<file path="src/rtl/r8051_uart_sfr.sv">
// Serial-port SFR block for the r8051: SCON/SBUF decode, 8N1 transmitter and receiver.
// TI/RI are hardware-set flags that software clears by writing SCON.
module r8051_uart_sfr #(
  parameter int CLK_DIV  = 16,
  parameter bit TI_RESET = 1'b1
) (
  input  logic       clk,
  input  logic       rst_n,
  input  logic       ram_rd_en_sfr,
  input  logic [7:0] ram_rd_addr,
  input  logic       ram_wr_en_sfr,
  input  logic [7:0] ram_wr_addr,
  input  logic [7:0] ram_wr_byte,
  output logic [7:0] sfr_rd_byte,
  output logic       sfr_rd_hit,
  output logic       uart_txd,
  input  logic       uart_rxd
);

  localparam logic [7:0]  ADDR_SCON = 8'h98;
  localparam logic [7:0]  ADDR_SBUF = 8'h99;
  localparam logic [15:0] BAUD_LAST = 16'(CLK_DIV - 1);
  localparam logic [15:0] HALF_LAST = 16'(CLK_DIV / 2 - 1);

  typedef enum logic [1:0] {S_IDLE, S_START, S_DATA, S_STOP} state_t;

  logic [7:0]  scon, scon_next, rx_buf;
  state_t      tx_state, rx_state;
  logic [15:0] tx_baud, rx_baud;
  logic [2:0]  tx_bit, rx_bit;
  logic [7:0]  tx_shift, rx_shift;
  logic        rxd_meta, rxd_sync, rxd_prev;
  logic        scon_wr, sbuf_wr, ren;
  logic        tx_last, tx_done, tx_ready;
  logic        rx_last, rx_set;

  assign scon_wr  = ram_wr_en_sfr && (ram_wr_addr == ADDR_SCON);
  assign sbuf_wr  = ram_wr_en_sfr && (ram_wr_addr == ADDR_SBUF);
  assign ren      = scon[4];

  // The last clock of STOP counts as idle so a write on that edge chains a new frame.
  assign tx_last  = (tx_baud == BAUD_LAST);
  assign tx_done  = (tx_state == S_STOP) && tx_last;
  assign tx_ready = (tx_state == S_IDLE) || tx_done;

  assign rx_last  = (rx_baud == BAUD_LAST);
  assign rx_set   = ren && (rx_state == S_STOP) && rx_last && rxd_sync && !scon[0];

  // Hardware flag sets are applied after the software write so they win a collision.
  always_comb begin
    scon_next = scon_wr ? ram_wr_byte : scon;
    if (tx_done) scon_next[1] = 1'b1;
    if (rx_set)  scon_next[0] = 1'b1;
  end

  always_ff @(posedge clk or negedge rst_n) begin
    if (!rst_n) scon <= {6'b0, TI_RESET, 1'b0};
    else        scon <= scon_next;
  end

  always_ff @(posedge clk or negedge rst_n) begin
    if (!rst_n) begin
      sfr_rd_byte <= 8'h00;
      sfr_rd_hit  <= 1'b0;
    end else begin
      sfr_rd_hit <= 1'b0;
      if (ram_rd_en_sfr && ram_rd_addr == ADDR_SCON) begin
        sfr_rd_byte <= scon;
        sfr_rd_hit  <= 1'b1;
      end else if (ram_rd_en_sfr && ram_rd_addr == ADDR_SBUF) begin
        sfr_rd_byte <= rx_buf;
        sfr_rd_hit  <= 1'b1;
      end
    end
  end

  always_ff @(posedge clk or negedge rst_n) begin
    if (!rst_n) begin
      tx_state <= S_IDLE;
      tx_baud  <= 16'd0;
      tx_bit   <= 3'd0;
      tx_shift <= 8'h00;
      uart_txd <= 1'b1;
    end else if (sbuf_wr && tx_ready) begin
      tx_state <= S_START;
      tx_baud  <= 16'd0;
      tx_bit   <= 3'd0;
      tx_shift <= ram_wr_byte;
      uart_txd <= 1'b0;
    end else if (tx_state != S_IDLE) begin
      if (!tx_last) begin
        tx_baud <= tx_baud + 16'd1;
      end else begin
        tx_baud <= 16'd0;
        case (tx_state)
          S_START: begin
            tx_state <= S_DATA;
            uart_txd <= tx_shift[0];
            tx_shift <= {1'b0, tx_shift[7:1]};
          end
          S_DATA: begin
            if (tx_bit == 3'd7) begin
              tx_state <= S_STOP;
              uart_txd <= 1'b1;
            end else begin
              tx_bit   <= tx_bit + 3'd1;
              uart_txd <= tx_shift[0];
              tx_shift <= {1'b0, tx_shift[7:1]};
            end
          end
          default: tx_state <= S_IDLE;
        endcase
      end
    end
  end

  // Synchronizer flops reset high so release of reset never looks like a start edge.
  always_ff @(posedge clk or negedge rst_n) begin
    if (!rst_n) begin
      rxd_meta <= 1'b1;
      rxd_sync <= 1'b1;
      rxd_prev <= 1'b1;
      rx_state <= S_IDLE;
      rx_baud  <= 16'd0;
      rx_bit   <= 3'd0;
      rx_shift <= 8'h00;
      rx_buf   <= 8'h00;
    end else begin
      rxd_meta <= uart_rxd;
      rxd_sync <= rxd_meta;
      rxd_prev <= rxd_sync;
      if (!ren) begin
        rx_state <= S_IDLE;
        rx_baud  <= 16'd0;
        rx_bit   <= 3'd0;
      end else begin
        case (rx_state)
          S_IDLE: begin
            if (rxd_prev && !rxd_sync) begin
              rx_state <= S_START;
              rx_baud  <= 16'd0;
            end
          end
          S_START: begin
            if (rx_baud == HALF_LAST) begin
              rx_baud  <= 16'd0;
              rx_bit   <= 3'd0;
              rx_state <= rxd_sync ? S_IDLE : S_DATA;
            end else begin
              rx_baud <= rx_baud + 16'd1;
            end
          end
          S_DATA: begin
            if (rx_last) begin
              rx_baud  <= 16'd0;
              rx_shift <= {rxd_sync, rx_shift[7:1]};
              if (rx_bit == 3'd7) rx_state <= S_STOP;
              else                rx_bit   <= rx_bit + 3'd1;
            end else begin
              rx_baud <= rx_baud + 16'd1;
            end
          end
          default: begin
            if (rx_last) begin
              rx_baud  <= 16'd0;
              rx_state <= S_IDLE;
              if (rx_set) rx_buf <= rx_shift;
            end else begin
              rx_baud <= rx_baud + 16'd1;
            end
          end
        endcase
      end
    end
  end

endmodule

</file>
<file path="config.mk">
export PLATFORM = sky130hd
export DESIGN_NAME = r8051_uart_sfr
export DESIGN_NICKNAME = d
export VERILOG_FILES = /design/src/rtl/r8051_uart_sfr.sv
export SDC_FILE = /design/constraint.sdc
export NUM_CORES = 1
export LEC_CHECK = 0
export ABC_CLOCK_PERIOD_IN_PS = 2500
export CAP_MARGIN = 25
export CORE_ASPECT_RATIO = 1.2
export CORE_MARGIN = 5
export CORE_UTILIZATION = 50
export CTS_CLUSTER_SIZE = 40
export DETAILED_ROUTE_END_ITERATION = 7
export PLACE_DENSITY_LB_ADDON = 0.3
export SLEW_MARGIN = 5
export SYNTH_ARGS = -nofsm -noshare
export SYNTH_HDL_FRONTEND = slang
export SYNTH_SLANG_ARGS = --single-unit
</file>
<file path="constraint.sdc">
create_clock -name clk -period 2.5 [get_ports clk]
set_input_delay 0.5 -clock clk [delete_from_list [all_inputs] [get_ports clk]]
set_output_delay 0.5 -clock clk [all_outputs]
set_load 0.02 [all_outputs]
</file>
==> run_results.csv, run 1 <==
group,metric,value,unit
outcome,status,"completed",
cts,post_cts_resized,0,
cells_and_area,fin_cells,566,
cells_and_area,syn_to_final_growth,18.8,%
global_routing,grt_max_degree,47,
route,postRouteAntennaNets,0,
die,die_w,95.2,um
placement,dp_cells,549,
timing,clock.fmax,440,MHz
global_routing,grt_use_total,0.169,
cts,cts_buffers,9,
power_and_ir_drop,p_leak,2.24,nW
cells_and_area,multi_input_area,2080,um^2
synthesis,synth.avg_cell_area,11.2,um^2
timing,drv_slew,0,
synthesis,ys.flop_type,"dfrtp_1",
timing,final.min_clock_period,2.27,ns
critical_path,required,2.76,ns
synthesis,synth_async_sr_flop_share,1.00,
synthesis,syn_nets,428,
timing,tightestPinTransition,0.638,ns
power_and_ir_drop,max-vdd-ir-drop,0.239,mV
route,first_pass_iters,4,
cts,clock_sinks,87,
critical_path,r2r_slack,0.23,ns
critical_path,r2r_cells,7,
cts,hold_buffers,0,
cts,post_cts_buffers,0,
placement,dpl.hpwl,5980,um
global_routing,grt_pass1_vias,3225,
placement,post_dp_cell_area,4960,um^2
cells_and_area,fin_nets,483,
die,dieArea,10700,um^2
placement,port_buffers,38,
cells_and_area,fillers,706,
die,ioPinCount,39,
route,drc,0,
cells_and_area,drive_gt1_frac,0.187,
critical_path,path_max_fanout,9,
synthesis,ys_seq_elements,87,
cells_and_area,n_antenna_cell,0,
global_routing,grt_pass1_wl,14600,um
timing,skew,0.0150,ns
route,vias,3114,
critical_path,timing.rr.start,"rx_baud[0]$_DFFE_PN0P_",
cells_and_area,seqCellArea,2180,um^2
cts,cts_tree,"yes",
die,die_h,112,um
die,num_rows,37,
cts,cts-root-buf,"clkbuf_8",
route,vias_per_cell,5.50,
global_routing,grt_overflow_total,0,
synthesis,syn_area,4360,um^2
global_routing,antenna_found_initial,0,
critical_path,critPathKind,"flip-flop to flip-flop",
power_and_ir_drop,power,2.66,mW
placement,routabilityCongestion,0.855,
critical_path,timing.rr.end,"rx_buf[3]$_DFFE_PN0P_",
route,wl_per_cell,14.3,um
cts,h-tree-depth,3,
timing,setup_viol,0,
cells_and_area,design_area,5180,um^2
synthesis,ys_seq_area_frac,0.501,
route,drt_iter0_drc,176,
die,core,8560,um^2
synthesis,syn_inst,389,
critical_path,worst_setup_path_start_kind,"flip-flop",
synthesis,synth_edf_count,0,
cts,clk_pin_slew,0.10,ns
critical_path,critPathCaptureType,"flip-flop",
timing,rsz0062_at_grt,"no",
power_and_ir_drop,power_density,514,nW/um^2
route,totalWireLength,8110,um
synthesis,synth_cell_types,61,
cts,clk-insertion-delay-late,0.37,ns
timing,fin_crit_sh,0.909,
timing,hold_viol,0,
synthesis,ys_warn_count,0,
run,cap_violations,0,
min_path,hp-class,"input pin to asynchronous set/reset pin",
critical_path,worstPathArrival,2.53,ns
timing,slew-limit-headroom,0.572,
timing,tns,0,ns
die,initial_core_util,0.509,
cts,clockBufferDepth,2,
logic make-up after synthesis:
group,share of synthesized area
AOI/OAI and AO/OA,0.0870
xor gates and xnor gates,0.0482
adders and majority gates,0.0287
buffers and inverters,0.0224
DFF,0.501
and+or+nand+nor,0.208
muxes,0.104
where the power goes:
part           switching, mW  internal (mW)  total (mW)
sequential            0.0319           1.44        1.48
combinational          0.110          0.100       0.210
clock                  0.581          0.395       0.976
total                  0.723           1.94        2.66
cell usage in the layout (no fill, tap or decap), types with 9 or more instances in the layout:
cell             instances
xnor2_1                 14
a21oi_1                 13
xor2_1                  10
mux2_2                  27
buf_4                   14
clkbuf_8                 9
mux2i_1                 15
nand3_1                 14
clkdlybuf4s50_1         37
nor2_1                  43
nor3_1                  12
o21ai_0                 15
inv_1                   10
ha_1                    10
dfrtp_1                 82
nand2_1                 22
nand4_1                 12
metal layers:
metal	vias to the layer above	GRT usage	part of all wire
met5	-	0	0
met4	0	0.0635	0.014
met3	10	0.0382	0.036
met2	60	0.273	0.50
met1	1525	0.222	0.45
li1	1519	-	-
Yosys cell counts, types with 5 or more instances:
cell,instances,area [um^2]
nor3_1,12,60.1
dfstp_2,5,131
nand2_1,22,82.6
nand4_1,12,75.1
o21ai_0,16,80.1
xor2_1,10,87.6
mux2_2,27,304
ha_1,10,125
nand3_1,14,70.1
mux2i_1,15,150
a21oi_1,13,65.1
and4_1,8,70.1
xnor2_1,14,123
nor2_1,43,161
inv_1,10,37.5
dfrtp_1,82,2050
nor4_1,6,37.5
critical path: stages (launching register included):
cell and delay [ns]:
dfrtp_1 0.43, ha_1 0.21, nor4b_2 0.29, nand4_1 0.20, or2_1 0.33, nor4_4 0.14, buf_4 0.22, mux2_2 0.35
worst max-delay path by stage:
stage	start	to	slack (ns)	cells after the start
global route	tx_state[0]$_DFFE_PN0P_	tx_shift[4]$_DFFE_PN0P_	0.007	7
CTS	rx_baud[0]$_DFFE_PN0P_	rx_shift[7]$_DFFE_PN0P_	0.20	6
floorplan	ram_wr_addr[1]	tx_state[0]$_DFFE_PN0P_	0.36	7
global placement	ram_wr_addr[1]	tx_state[0]$_DFFE_PN0P_	0.03	6
detailed placement	ram_wr_addr[1]	tx_state[0]$_DFFE_PN0P_	0.02	6
finish	rx_baud[0]$_DFFE_PN0P_	rx_buf[3]$_DFFE_PN0P_	0.23	7
registers in the layout, summed over array words and instances, names as in the netlist:
signal / count
tx_shift: 8
rx_bit: 3
tx_state: 2
rxd_prev: 1
rx_baud: 16
tx_bit: 3
rx_state: 2
uart_txd: 1
rx_buf: 8
rxd_meta: 1
scon: 8
tx_baud: 16
rxd_sync: 1
sfr_rd_hit: 1
rx_shift: 8
sfr_rd_byte: 8
stage by stage:
| step | setup slack (ns) | hold WS (ns) | utilization |
|---|---|---|---|
| final | 0.227 | 0.111 | 0.605 |
| after global routing | 0.00676 | 0.151 | 0.605 |
| after CTS | 0.205 | 0.129 | 0.602 |
| after detailed placement | 0.0189 | 0.359 | 0.579 |
| after global placement | 0.0303 | 0.363 | 0.579 |
| after floorplan | 0.363 | 0.204 | - |
final cells by class:
class	instances	share of cell area
sequential	87	0.422
multi-input combinational	282	0.401
timing repair buffer	54	0.103
tap	117	0.0283
clock buffer	9	0.0239
clock inverter	7	0.0145
inverter	10	0.00725
Power figures use the tool's default switching activity.
==> run 2, diff against run 1 <==
CAP_MARGIN = 20   (was 25)
CORE_MARGIN = 2   (was 5)
SETUP_SLACK_MARGIN = 0.4   (was default)
==> run 2 against run 1 <==
Effect of this change:
- critical path depth fell by 1
- sequential share of layout area down 1.4 points
- routed wire length increased by 7.9%
- power barely moved
- clock power is 2% lower
- die area shrank 11%
- utilization increased by 2.5 points
- highest routed layer unchanged
==> run_results.csv, run 2 (synthesized netlist as in run 1, its figures left out) <==
group,metric,value,unit
outcome,status,"completed",
cts,cts-root-buf,"clkbuf_8",
power_and_ir_drop,power.internal,1.95,mW
timing,fin_hold_ws,0.384,ns
critical_path,critPathKind,"flip-flop to flip-flop",
cts,clk-insertion-delay-late,0.36,ns
cts,cts_buffers,9,
power_and_ir_drop,swShare,0.269,
power_and_ir_drop,power_density,496,nW/um^2
timing,final.min_clock_period,2.18,ns
cells_and_area,drive_gt1_frac,0.229,
route,drc,0,
die,core,8520,um^2
route,totalWireLength,8750,um
power_and_ir_drop,p_seq_frac,0.553,
route,met2WireLength,4590,um
critical_path,critPathBufInv,1,
critical_path,critPathMaxStageDelay,0.47,ns
timing,setup_viol,0,
global_routing,grt_overflow_total,0,
die,die_w,89.2,um
route,vias,3218,
timing,rsz0062_at_grt,"yes",
route,drt_iter0_drc,236,
critical_path,required,2.75,ns
die,die_h,106,um
global_routing,grt_use_total,0.190,
route,wl_per_cell,15.2,um
timing,drv_slew,0,
placement,place_ws,0.0221,ns
placement,dpl.hpwl,6090,um
global_routing,grt_max_degree,45,
cells_and_area,fillers,690,
critical_path,worst_setup_path_start_kind,"flip-flop",
cells_and_area,multi_input_area,2160,um^2
route,wl_met3,238,um
route,postRouteAntennaNets,0,
timing,slew-limit-headroom,0.635,
timing,skew,0.0129,ns
route,wl_met1,3790,um
cells_and_area,layout_commonest_cell,"dfrtp_1",
cells_and_area,final_cell_mix,"80 x dfrtp_1, 40 x nor2_1, 33 x clkdlybuf4s50_1",
cells_and_area,syn_to_final_growth,23.2,%
critical_path,crit_path_cell_trace,"nor3_1 > nand4_1 > or2_4 > nor4_4 > buf_4 > mux2_2",
cts,clockBufferDepth,2,
timing,tns,0,ns
cts,clock_sinks,87,
placement,routabilityCongestion,0.814,
cells_and_area,largestRegisters,"rx_baud: 16 flops, tx_baud: 16 flops",
placement,port_buffers,38,
critical_path,worst_path_max_delay_cell,"dfrtp_1",
critical_path,critPathCaptureType,"flip-flop",
power_and_ir_drop,combPwrFrac,0.087,
cts,h-tree-depth,3,
critical_path,r2r_slack,0.32,ns
cts,clk_pin_slew,0.10,ns
cts,cts_tree,"yes",
timing,tightestPinTransition,0.548,ns
power_and_ir_drop,p_clk_frac,0.360,
power_and_ir_drop,power.switching,716,uW
die,ioPinCount,39,
min_path,hp-class,"flip-flop to flip-flop",
cells_and_area,final_core_utilization,0.630,
cells_and_area,fin_nets,492,
run,cap_violations,0,
timing,clock.fmax,458,MHz
die,num_rows,37,
critical_path,path_max_fanout,6,
die,initial_core_util,0.511,
global_routing,antenna_found_initial,0,
critical_path,worstPathArrival,2.44,ns
critical_path,timing.rr.start,"rx_baud[9]$_DFFE_PN0P_",
power_and_ir_drop,max-vdd-ir-drop,0.342,mV
cells_and_area,seqCellArea,2190,um^2
timing,hold_viol,0,
route,vias_per_cell,5.60,
critical_path,cp_top_family,"simple AND/OR/NAND/NOR gates",
timing,fin_crit_sh,0.873,
min_path,min_from,"rxd_meta$_DFF_PN1_",
die,dieArea,9480,um^2
route,first_pass_iters,4,
global_routing,grt_pass1_vias,3081,
power_and_ir_drop,p_leak,2.33,nW
timing,finalWorstSetupSlack,0.316,ns
route,top_layer_used,"met4",
cells_and_area,n_antenna_cell,0,
global_routing,grt_pass1_wl,14100,um
critical_path,startpoint,"rx_baud[9]$_DFFE_PN0P_",
run 2: changes by cell type in the layout (fill, tap and decap cells not counted), sizes merged:
cell / delta
dlygate4sd3: +1
dlymetal6s2s: +4
clkdlybuf4s50: -4
clkinv: +1
clkbuf: +1
buf: +7
inv: -1
run 2: power by group through the flow:
stage / clock [mW] / sequential [mW] / combinational (mW)
2_1_floorplan: 0 / 1.50 / 0.100
6_report: 0.959 / 1.47 / 0.230
5_1_grt: 1.04 / 1.48 / 0.259
3_5_place_dp: 0 / 1.50 / 0.211
4_1_cts: 0.980 / 1.47 / 0.230
3_3_place_gp: 0 / 1.50 / 0.206
run 2: repair_timing:
action / CTS / global route
hold endpoints to repair: 7 / 0
buffers inserted: 5 / 6
pin swaps: 2 / 5
gates cloned: 0 / 2
endpoints found under the setup margin: 38 / 56
resized for setup: 5 / 21
hold buffers: 1 / 0
run 2: worst register-to-register path: stages, from the launching register on:
cell and delay, ns:
dfrtp_1 0.47, nor3_1 0.38, nand4_1 0.21, or2_4 0.30
nor4_4 0.20, buf_4 0.20, mux2_2 0.32
run 2: path summary, 6_finish.rpt:
| check | to | cells past startpoint |
|---|---|---|
| worst max-delay path | rx_buf[0]$_DFFE_PN0P_ | 6 |
| worst min-delay path | rxd_sync$_DFF_PN1_ | 0 |
| worst max register to register | rx_buf[0]$_DFFE_PN0P_ | 6 |
| worst min register to register | rxd_sync$_DFF_PN1_ | 0 |
| max in group asynchronous | tx_shift[2]$_DFFE_PN0P_ | 3 |
| min in group asynchronous | rx_baud[8]$_DFFE_PN0P_ | 2 |
run 2: cell type report:
class,instances,area share
clock inverters,7,0.0140
flip-flops and latches,87,0.407
repair buffers,63,0.119
clock buffers,9,0.0231
multi-input cells,282,0.402
inverters,10,0.00699
well taps,117,0.0273
run 2: per-stage QoR:
stage / power [mW] / instance area [um^2] / std cells
2_1_floorplan: 1.60 / 4360 / 389
3_3_place_gp: 1.71 / 4930 / 545
3_5_place_dp: 1.71 / 4930 / 545
4_1_cts: 2.68 / 5220 / 567
5_1_grt: 2.78 / 5370 / 575
6_report: 2.66 / 5370 / 575
run 2: per-layer routing:
layer	vias to the layer above	track usage
li1	1539	-
met1	1607	0.245
met2	61	0.320
met3	11	0.0318
met4	0	0.0629
met5	-	0
==> run 3, diff against run 2 <==
ABC_AREA = 1   (was default)
ABC_CLOCK_PERIOD_IN_PS = 2300   (was 2500)
PLACE_DENSITY = 0.72   (was default)
PLACE_DENSITY_LB_ADDON = default   (was 0.3)
clock period = 2.3 ns   (was 2.5 ns; I/O delays follow)
==> run 3 against run 2 <==
Effect of this change:
- clock-buffer cell count increased by 3
- global-route usage is 2.3 points higher
- non-clock buffer count fell by 1
- largest cell class unchanged
- highest routed layer unchanged
- clock power increased by 13%
==> run_results.csv, run 3 <==
group,metric,value,unit
outcome,status,"completed",
timing,fin_crit_sh,0.786,
cells_and_area,drive_gt1_frac,0.130,
synthesis,synthXorXnorAreaFrac,0.0139,
critical_path,worst_setup_path_start_kind,"flip-flop",
critical_path,critPathMaxStageDelay,0.37,ns
power_and_ir_drop,power,3.58,mW
synthesis,ys_warn_count,0,
synthesis,yosys.area.top_type,"dfrtp_1",
route,vias_per_cell,5.17,
timing,final.min_clock_period,1.81,ns
cells_and_area,fillers,749,
cts,clk_pin_slew,0.08,ns
power_and_ir_drop,max-vdd-ir-drop,0.262,mV
synthesis,synth_top_family_by_area,"simple AND/OR/NAND/NOR gates",
power_and_ir_drop,combPwrFrac,0.205,
global_routing,grt_overflow_total,0,
synthesis,syn_area,4420,um^2
cts,clk-insertion-delay-late,0.36,ns
route,vias,3792,
run,cap_violations,0,
timing,clock.fmax,553,MHz
synthesis,netlist.area_leader.share,0.464,
timing,setup_viol,0,
global_routing,grt_max_degree,38,
timing,rsz0062_at_grt,"yes",
synthesis,synth_async_sr_flop_share,1.00,
route,wl_per_cell,12.9,um
synthesis,synth-simple-area-share,0.273,
power_and_ir_drop,p_leak,2.60,nW
synthesis,synth_edf_count,0,
synthesis,ys_seq_elements,87,
global_routing,antenna_found_initial,0,
cells_and_area,syn_to_final_growth,22.4,%
cells_and_area,fin_cells,733,
placement,dpl.hpwl,6910,um
die,initial_core_util,0.516,
power_and_ir_drop,power.switching,1.08,mW
global_routing,grt_pass1_vias,3769,
synthesis,synth_area_leaders,"dfrtp_1 46%, nand2_1 12%, inv_1 6.4%",
synthesis,ys.flop_type,"dfrtp_1",
critical_path,path_max_fanout,8,
critical_path,worstPathArrival,2.06,ns
synthesis,synth_most_common_cell,"nand2_1",
placement,dp_cells,706,
cells_and_area,n_antenna_cell,0,
critical_path,worst_path_max_delay_cell,"dfrtp_1",
cells_and_area,final_core_utilization,0.631,
critical_path,critPathKind,"flip-flop to flip-flop",
timing,slew-limit-headroom,0.602,
die,ioPinCount,39,
synthesis,synth.avg_cell_area,8.05,um^2
power_and_ir_drop,p_clk_frac,0.302,
timing,hold_viol,0,
cells_and_area,seqCellArea,2180,um^2
die,num_rows,37,
cells_and_area,fin_nets,650,
synthesis,synthMuxAreaShare,0.00255,
synthesis,syn_inst,549,
synthesis,syn_nets,588,
global_routing,grt_use_total,0.213,
power_and_ir_drop,swShare,0.302,
cts,clockBufferDepth,2,
cts,cts_buffers,9,
synthesis,synth_common_cells,"143 x nand2_1, 82 x dfrtp_1, 75 x inv_1",
power_and_ir_drop,p_seq_frac,0.494,
synthesis,ys_seq_area_frac,0.494,
synthesis,synthAdderAreaFrac,0.0283,
cells_and_area,final_cell_mix,"138 x nand2_1, 81 x dfrtp_1, 73 x inv_1",
placement,post_dp_cell_area,5010,um^2
die,dieArea,9610,um^2
cells_and_area,design_area,5410,um^2
cells_and_area,largestRegisters,"rx_baud: 16 flops, tx_baud: 16 flops",
critical_path,required,2.55,ns
die,core,8560,um^2
cells_and_area,layout_commonest_cell,"nand2_1",
route,totalWireLength,9430,um
global_routing,grt_pass1_wl,16800,um
power_and_ir_drop,power.internal,2.50,mW
placement,port_buffers,38,
min_path,hp-class,"input pin to asynchronous set/reset pin",
route,drc,0,
critical_path,crit_path_cell_trace,"ha_2 > nand3_2 > nor2_4 > nand3_4 > nand2_4 > nand2_4 > a21oi_4 > nand3_4 > nand2_1 > nand2_1",
cts,cts_tree,"yes",
timing,tightestPinTransition,0.595,ns
cts,cts-root-buf,"clkbuf_8",
timing,skew,0.0123,ns
critical_path,critPathCaptureType,"flip-flop",
cells_and_area,multi_input_area,1990,um^2
timing,tns,0,ns
route,postRouteAntennaNets,0,
route,drt_iter0_drc,114,
die,die_w,89.8,um
cts,clock_sinks,87,
die,die_h,107,um
synthesis,synth_compound_area_frac,0.110,
synthesis,synth_cell_types,35,
timing,drv_slew,0,
route,first_pass_iters,5,
placement,routabilityCongestion,0.867,
power_and_ir_drop,power_density,662,nW/um^2
cts,h-tree-depth,3,
## run 3: changes by cell type after synthesis, moves of 13 or more
cell,before,now
xnor2_1,14,1
nand2_1,22,143
nand3_1,14,29
inv_1,10,75
mux2_2,27,1
mux2i_1,15,0
o21ai_0,16,52
## run 3: cells by family after synthesis
kind of cell	count (synthesis)
adders and majority gates	10
buffers and inverters	88
DFF	87
and+or+nand+nor	271
xor gates and xnor gates	7
muxes	1
AOI/OAI and AO/OA	85
## run 3: metal layers
metal	track usage	vias to the layer above	part of all wire
li1	-	1914	-
met1	0.266	1802	0.45
met2	0.376	63	0.50
met3	0.0394	13	0.031
met4	0.0714	0	0.015
met5	0	-	0
## run 3: final cells by class
cell class	count	area share
sequential	87	0.404
multi-input combinational	374	0.368
clock inverter	4	0.0102
inverter	77	0.0535
clock buffer	12	0.0268
tap	117	0.0271
timing repair buffer	62	0.111
## run 3: final timing paths
kind                                        start                       to  slack [ns]  cells past startpoint
max                        tx_baud[1]$_DFFE_PN0P_  tx_shift[1]$_DFFE_PN0P_        0.49                     10
min                                         rst_n    rx_buf[3]$_DFFE_PN0P_        0.05                      1
max reg2reg                tx_baud[1]$_DFFE_PN0P_  tx_shift[1]$_DFFE_PN0P_        0.49                     10
min reg2reg                    rxd_meta$_DFF_PN1_       rxd_sync$_DFF_PN1_        0.35                      0
max in group asynchronous                   rst_n       rxd_meta$_DFF_PN1_        1.53                      2
min in group clk               rxd_meta$_DFF_PN1_       rxd_sync$_DFF_PN1_        0.35                      0
## run 3: power by group through the flow
stage	clock network, mW	logic (mW)	registers, mW
floorplan	0	0.428	1.80
global placement	0	0.663	1.79
detailed placement	0	0.683	1.80
CTS	1.11	0.692	1.77
global route	1.19	0.844	1.79
finish	1.08	0.733	1.77
## run 3: what timing repair did
| action | CTS | global route |
|---|---|---|
| pin swaps | 6 | 12 |
| gates resized for setup | 9 | 29 |
| hold endpoints to repair | 0 | 0 |
| hold buffers | 0 | 0 |
| setup buffers | 4 | 7 |
| setup endpoints to repair | 39 | 54 |
## run 3: stage by stage
stage	hold WS, ns	setup WS [ns]
after floorplan	0.164	0.625
after global placement	0.358	0.131
after detailed placement	0.359	0.0663
after CTS	0.0602	0.406
after global routing	0.0716	0.384
final	0.0542	0.491
## run 3: worst max-delay path: cells and delay by family (launching register included)
kind | cells | cell delay [ns]
and+or+nand+nor | 8 | 0.87
DFF | 1 | 0.37
AOI/OAI and AO/OA | 1 | 0.25
adders and majority gates | 1 | 0.21
